**src/rtl/traffic_sense.sv**
```systemverilog
// Vehicle-presence sensing for a two-approach junction: synchronises and debounces
// the raw sensors, keeps a saturating waiting-vehicle count per approach and raises service requests.
module traffic_sense #(
    parameter int DEBOUNCE = 4,
    parameter int CNT_W    = 4,
    parameter int THRESH   = 3
) (
    input  logic             Clk,
    input  logic             Rst,
    input  logic             A_Traffic,
    input  logic             B_Traffic,
    input  logic             A_Light,
    input  logic             B_Light,
    input  logic             A_Pass,
    input  logic             B_Pass,
    output logic [CNT_W-1:0] A_Count,
    output logic [CNT_W-1:0] B_Count,
    output logic             Exsi_Traffic,
    output logic             A_Req,
    output logic             B_Req
);

    // Debounce counter is sized for the largest legal DEBOUNCE (255).
    localparam int               DB_W     = 8;
    localparam logic [DB_W-1:0]  DB_LAST  = DB_W'(DEBOUNCE - 1);
    localparam logic [CNT_W-1:0] CNT_MAX  = '1;
    localparam logic [CNT_W-1:0] THRESH_C = CNT_W'(THRESH);

    // Index 0 is approach A, index 1 is approach B throughout.
    logic [1:0]       raw;
    logic [1:0]       light;
    logic [1:0]       pass;

    logic [1:0]       sync_p0;
    logic [1:0]       sync_p1;
    logic [1:0]       deb_lvl;
    logic [DB_W-1:0]  db_cnt [2];

    logic [1:0]       db_diff;
    logic [1:0]       db_hit;
    logic [1:0]       arrive;
    logic [1:0]       depart;
    logic [CNT_W-1:0] count     [2];
    logic [CNT_W-1:0] count_nxt [2];
    logic [1:0]       req;
    logic [1:0]       req_nxt;
    logic             exsi_nxt;

    assign raw   = {B_Traffic, A_Traffic};
    assign light = {B_Light, A_Light};
    assign pass  = {B_Pass, A_Pass};

    // Saturating up/down step; a simultaneous arrival and departure cancel out.
    function automatic logic [CNT_W-1:0] sat_step(
        input logic [CNT_W-1:0] cnt,
        input logic             inc,
        input logic             dec
    );
        logic [CNT_W-1:0] res;
        res = cnt;
        if (inc && !dec) begin
            if (cnt != CNT_MAX) begin
                res = cnt + 1'b1;
            end
        end else if (dec && !inc) begin
            if (cnt != '0) begin
                res = cnt - 1'b1;
            end
        end
        return res;
    endfunction

    always_comb begin
        db_diff  = '0;
        db_hit   = '0;
        arrive   = '0;
        depart   = '0;
        req_nxt  = '0;
        for (int i = 0; i < 2; i++) begin
            count_nxt[i] = count[i];
        end
        for (int i = 0; i < 2; i++) begin
            db_diff[i]   = sync_p1[i] != deb_lvl[i];
            db_hit[i]    = db_diff[i] && (db_cnt[i] == DB_LAST);
            // Only a rising debounced level is an arrival; falling just re-arms the sensor.
            arrive[i]    = db_hit[i] && sync_p1[i];
            depart[i]    = pass[i] && light[i];
            count_nxt[i] = sat_step(count[i], arrive[i], depart[i]);
            req_nxt[i]   = (count_nxt[i] >= THRESH_C) && !light[i];
        end
        exsi_nxt = (count_nxt[0] != '0) || (count_nxt[1] != '0);
    end

    // Stage boundary: two-flop synchroniser, then debounce and counters.
    always_ff @(posedge Clk) begin
        if (Rst) begin
            sync_p0      <= '0;
            sync_p1      <= '0;
            deb_lvl      <= '0;
            req          <= '0;
            Exsi_Traffic <= 1'b0;
            for (int i = 0; i < 2; i++) begin
                db_cnt[i] <= '0;
                count[i]  <= '0;
            end
        end else begin
            sync_p0      <= raw;
            sync_p1      <= sync_p0;
            req          <= req_nxt;
            Exsi_Traffic <= exsi_nxt;
            for (int i = 0; i < 2; i++) begin
                if (!db_diff[i]) begin
                    db_cnt[i] <= '0;
                end else if (db_hit[i]) begin
                    deb_lvl[i] <= sync_p1[i];
                    db_cnt[i]  <= '0;
                end else begin
                    db_cnt[i] <= db_cnt[i] + 1'b1;
                end
                count[i] <= count_nxt[i];
            end
        end
    end

    assign A_Count = count[0];
    assign B_Count = count[1];
    assign A_Req   = req[0];
    assign B_Req   = req[1];

endmodule

```
**config.mk**
```make
export PLATFORM = sky130hd
export DESIGN_NAME = traffic_sense
export DESIGN_NICKNAME = d
export VERILOG_FILES = /design/src/rtl/traffic_sense.sv
export SDC_FILE = /design/constraint.sdc
export NUM_CORES = 1
export LEC_CHECK = 0
export ABC_AREA = 1
export CORE_ASPECT_RATIO = 0.75
export CORE_UTILIZATION = 30
export CTS_BUF_LIST = sky130_fd_sc_hd__clkbuf_8
export DETAILED_ROUTE_END_ITERATION = 12
export PLACE_DENSITY = 0.43
export SYNTH_ARGS = -nofsm -noshare
export SYNTH_HDL_FRONTEND = slang
export SYNTH_SLANG_ARGS = --single-unit
export TNS_END_PERCENT = 30
```
**constraint.sdc**
```tcl
create_clock -name Clk -period 3.1 [get_ports Clk]
set_input_delay 0.62 -clock Clk [delete_from_list [all_inputs] [get_ports Clk]]
set_output_delay 0.62 -clock Clk [all_outputs]
set_load 0.1 [all_outputs]
```
==> impl_metrics.yaml <==
placed_design:
  dp_hpwl_um: 2955
  place_congestion: 0.7640
  placed_cells: 380
  numPortBuffers: 18
sta:
  finalClockSkew_ps: 7.658
  period_minus_slack_ps: 1881
  setup-tns-final_ps: 0
  tightest_slew_ps: 673.5
  fin_crit_sh: 0.6066
  finalHoldViolations: 0
  rsz0062_at_grt: "false"
  finalSetupViolations: 0
  drv_slew: 0
  clock.fmax_mhz: 531.8
  relSlewSlack: 0.5490
final_layout:
  drive_above_1_share: 0.1042
  insertedDiodeCount: 0
  finalNonFillerCells: 388
  layout.nets: 320
  final_cell_mix: "nand2_1 (56), nor2_1 (46), inv_1 (38), nand3_1 (28), dfxtp_1 (17)"
  n_fill_cell: 677
  mostFrequentLayoutCell: "nand2_1"
  syn2layout_area_growth_pct: 21.06
global_routing:
  grt_overflow_total: 0
  grt_use_total: 0.1270
  met2_usage: 0.1786
  grt_max_degree: 17
  grt.busiest_layer: "met2"
  grtUsageMet3: 0.03774
  grt_pass1_wl_um: 6706
  grt_pass1_vias: 1529
  antenna_found_initial: 0
  met1_usage: 0.1774
setup_path:
  cp_slowest_cell: "clkdlybuf4s50_1"
  cp.required_ps: 3270
  rrSetupSlack_ps: 1350
  cp.buffers_inverters: 2
  timing.critical_path.mode_cell: "nand2_1"
  cpLargestDelayFamily: "simple AND/OR/NAND/NOR gates"
  crit_path_end_kind: "register"
  crit_type: "in -> reg"
  r2r-start: "count[0][4]"
  cp_cell_sequence: "clkdlybuf4s50_1 > nand2_1 > inv_1 > nand3_1 > nand2_1 > nand2_1 > nand2_1 > nand2_1 > nor2_1 > a21oi_1"
  worstReg2RegEnd: "Exsi_Traffic"
  reg2reg_depth: 12
  worstPathArrival_ps: 2050
  path_depth: 10
  slowest_delay_ps: 480
  start_kind: "input pin"
  cp_max_fo: 6
floorplanning:
  start_util: 0.3108
  die_w_um: 95.20
  dieHeight_um: 71.90
  dieArea_mm2: 0.006845
  io_pins: 19
  core_mm2: 0.006287
  num_rows: 25
route:
  dr.pass1.iters: 6
  avgViaCountPerCell: 4.294
  ant_nets: 0
  drc: 0
  via_count: 1666
  routed_wl_um: 3878
  initialDrtViolationCount: 58
  drt-wirelength-per-cell_um: 9.995
clock_network:
  cts_buffers: 5
  cts_tree: "done"
  h-tree-depth: 2
  clock-sinks: 33
  worstSkewPairLatency_ps: 280
  cts_max_path_buffers: 2
  clockRootBuffer: "clkbuf_8"
  clk_pin_slew_ps: 70
  cts_setup_buffers: 0
  ctsResizeCount: 0
  hold_buffers: 0
power_and_ir_drop:
  ir_worst_vdd_v: 0.0001790
  power_density_mw_per_mm2: 481.8
  p_leak_nw: 1.102
hold_path:
  min_to: "sync_p1[1]"
  min-delay-start: "sync_p0[1]"
  hold_class: "reg -> reg"
  hold_depth: 2
yosys:
  yosys_warnings: 0
  syn_area_per_cell_um2: 7.292
  synthCells: 268
  synth_cell_types: 30
  syn-cell-area_mm2: 0.001954
  synth-seq-cells: 33
  ys_seq_area_frac: 0.4200
run_status:
  outcome: "complete, no violations"
run:
  cap_violations: 0
==> registers in the layout (all words and copies together), names as in the netlist <==
name	cells
count	8
deb_lvl	2
req	2
db_cnt	16
sync_p1	2
sync_p0	2
Exsi_Traffic	1
==> cell type report <==
type | count | area, µm² | area share
timing repair buffer | 19 | 160.2 | 0.06769
multi-input combinational | 209 | 1035 | 0.4373
sequential | 33 | 820.8 | 0.3469
clock buffer | 5 | 68.82 | 0.02909
tap | 81 | 101.3 | 0.04283
inverter | 38 | 142.6 | 0.06029
clock inverter | 3 | 37.54 | 0.01586
==> metrics by stage <==
stage          area, µm²  power [mW]  setup WS [ps]    util  hold WS, ps
2_1_floorplan       2011      0.7002          812.8       -        388.3
3_3_place_gp        2260      0.7585          877.2  0.3594        393.2
3_5_place_dp        2260      0.7557          884.8  0.3594        395.0
4_1_cts             2366       1.164           1206  0.3763        410.1
5_1_grt             2366       1.209           1016  0.3763        432.0
6_report            2366       1.140           1219  0.3763        409.2
==> Yosys cell counts <==
master	instances	area, µm²
a211o_1	1	8.760
a21oi_1	10	50.05
a31oi_1	1	6.260
and2_1	1	6.260
and3_1	1	6.260
buf_2	1	5.000
clkbuf_1	2	7.510
conb_1	1	3.750
dfxtp_1	17	340.3
edfxtp_1	16	480.5
ha_1	6	75.07
inv_1	37	138.9
inv_2	1	3.750
nand2_1	56	210.2
nand2_2	4	25.02
nand3_1	28	140.1
nand3_2	4	40.04
nand4_1	7	43.79
nor2_1	46	172.7
nor2_2	1	6.260
nor2_4	2	22.52
nor3_1	6	30.03
nor3b_1	2	15.01
o211ai_1	2	15.01
o21a_1	2	15.01
o21ai_0	5	25.02
o21ai_1	1	5.000
or2_2	2	12.51
xnor2_1	2	17.52
xor2_1	3	26.28
==> worst min-delay path, delay by kind of cell (launching register included) <==
family | cells | cell delay (ps)
buf+inv | 1 | 40
simple gates | 1 | 30
flops | 1 | 300
==> layer usage <==
layer	vias to the layer above	part of all wire
met3	5	0.033
met2	17	0.40
met1	716	0.55
met5	-	0
li1	928	-
met4	0	0.013
==> logic make-up after synthesis <==
logic type,count (synthesis),share of synthesized area
AOI/OAI and AO/OA,22,0.06402
xor gates and xnor gates,5,0.02241
adders and majority gates,6,0.03841
buffers and inverters,41,0.07938
DFF,33,0.4200
other,1,0.001919
and+or+nand+nor,160,0.3739
==> worst max-delay path by stage <==
stage                start      endpoint  slack [ps]
3_5_place_dp           Rst  db_cnt[1][6]         880
6_report           B_Light  Exsi_Traffic        1220
4_1_cts                Rst  db_cnt[1][6]        1210
5_1_grt            B_Light  Exsi_Traffic        1020
3_3_place_gp       A_Light  Exsi_Traffic         880
2_1_floorplan  count[0][4]  Exsi_Traffic         810
==> report_power, final <==
part | switching, mW | internal (mW) | total (mW)
combinational | 0.173 | 0.0710 | 0.244
sequential | 0.0214 | 0.480 | 0.501
clock | 0.161 | 0.234 | 0.395
Power figures use the tool's default switching activity.
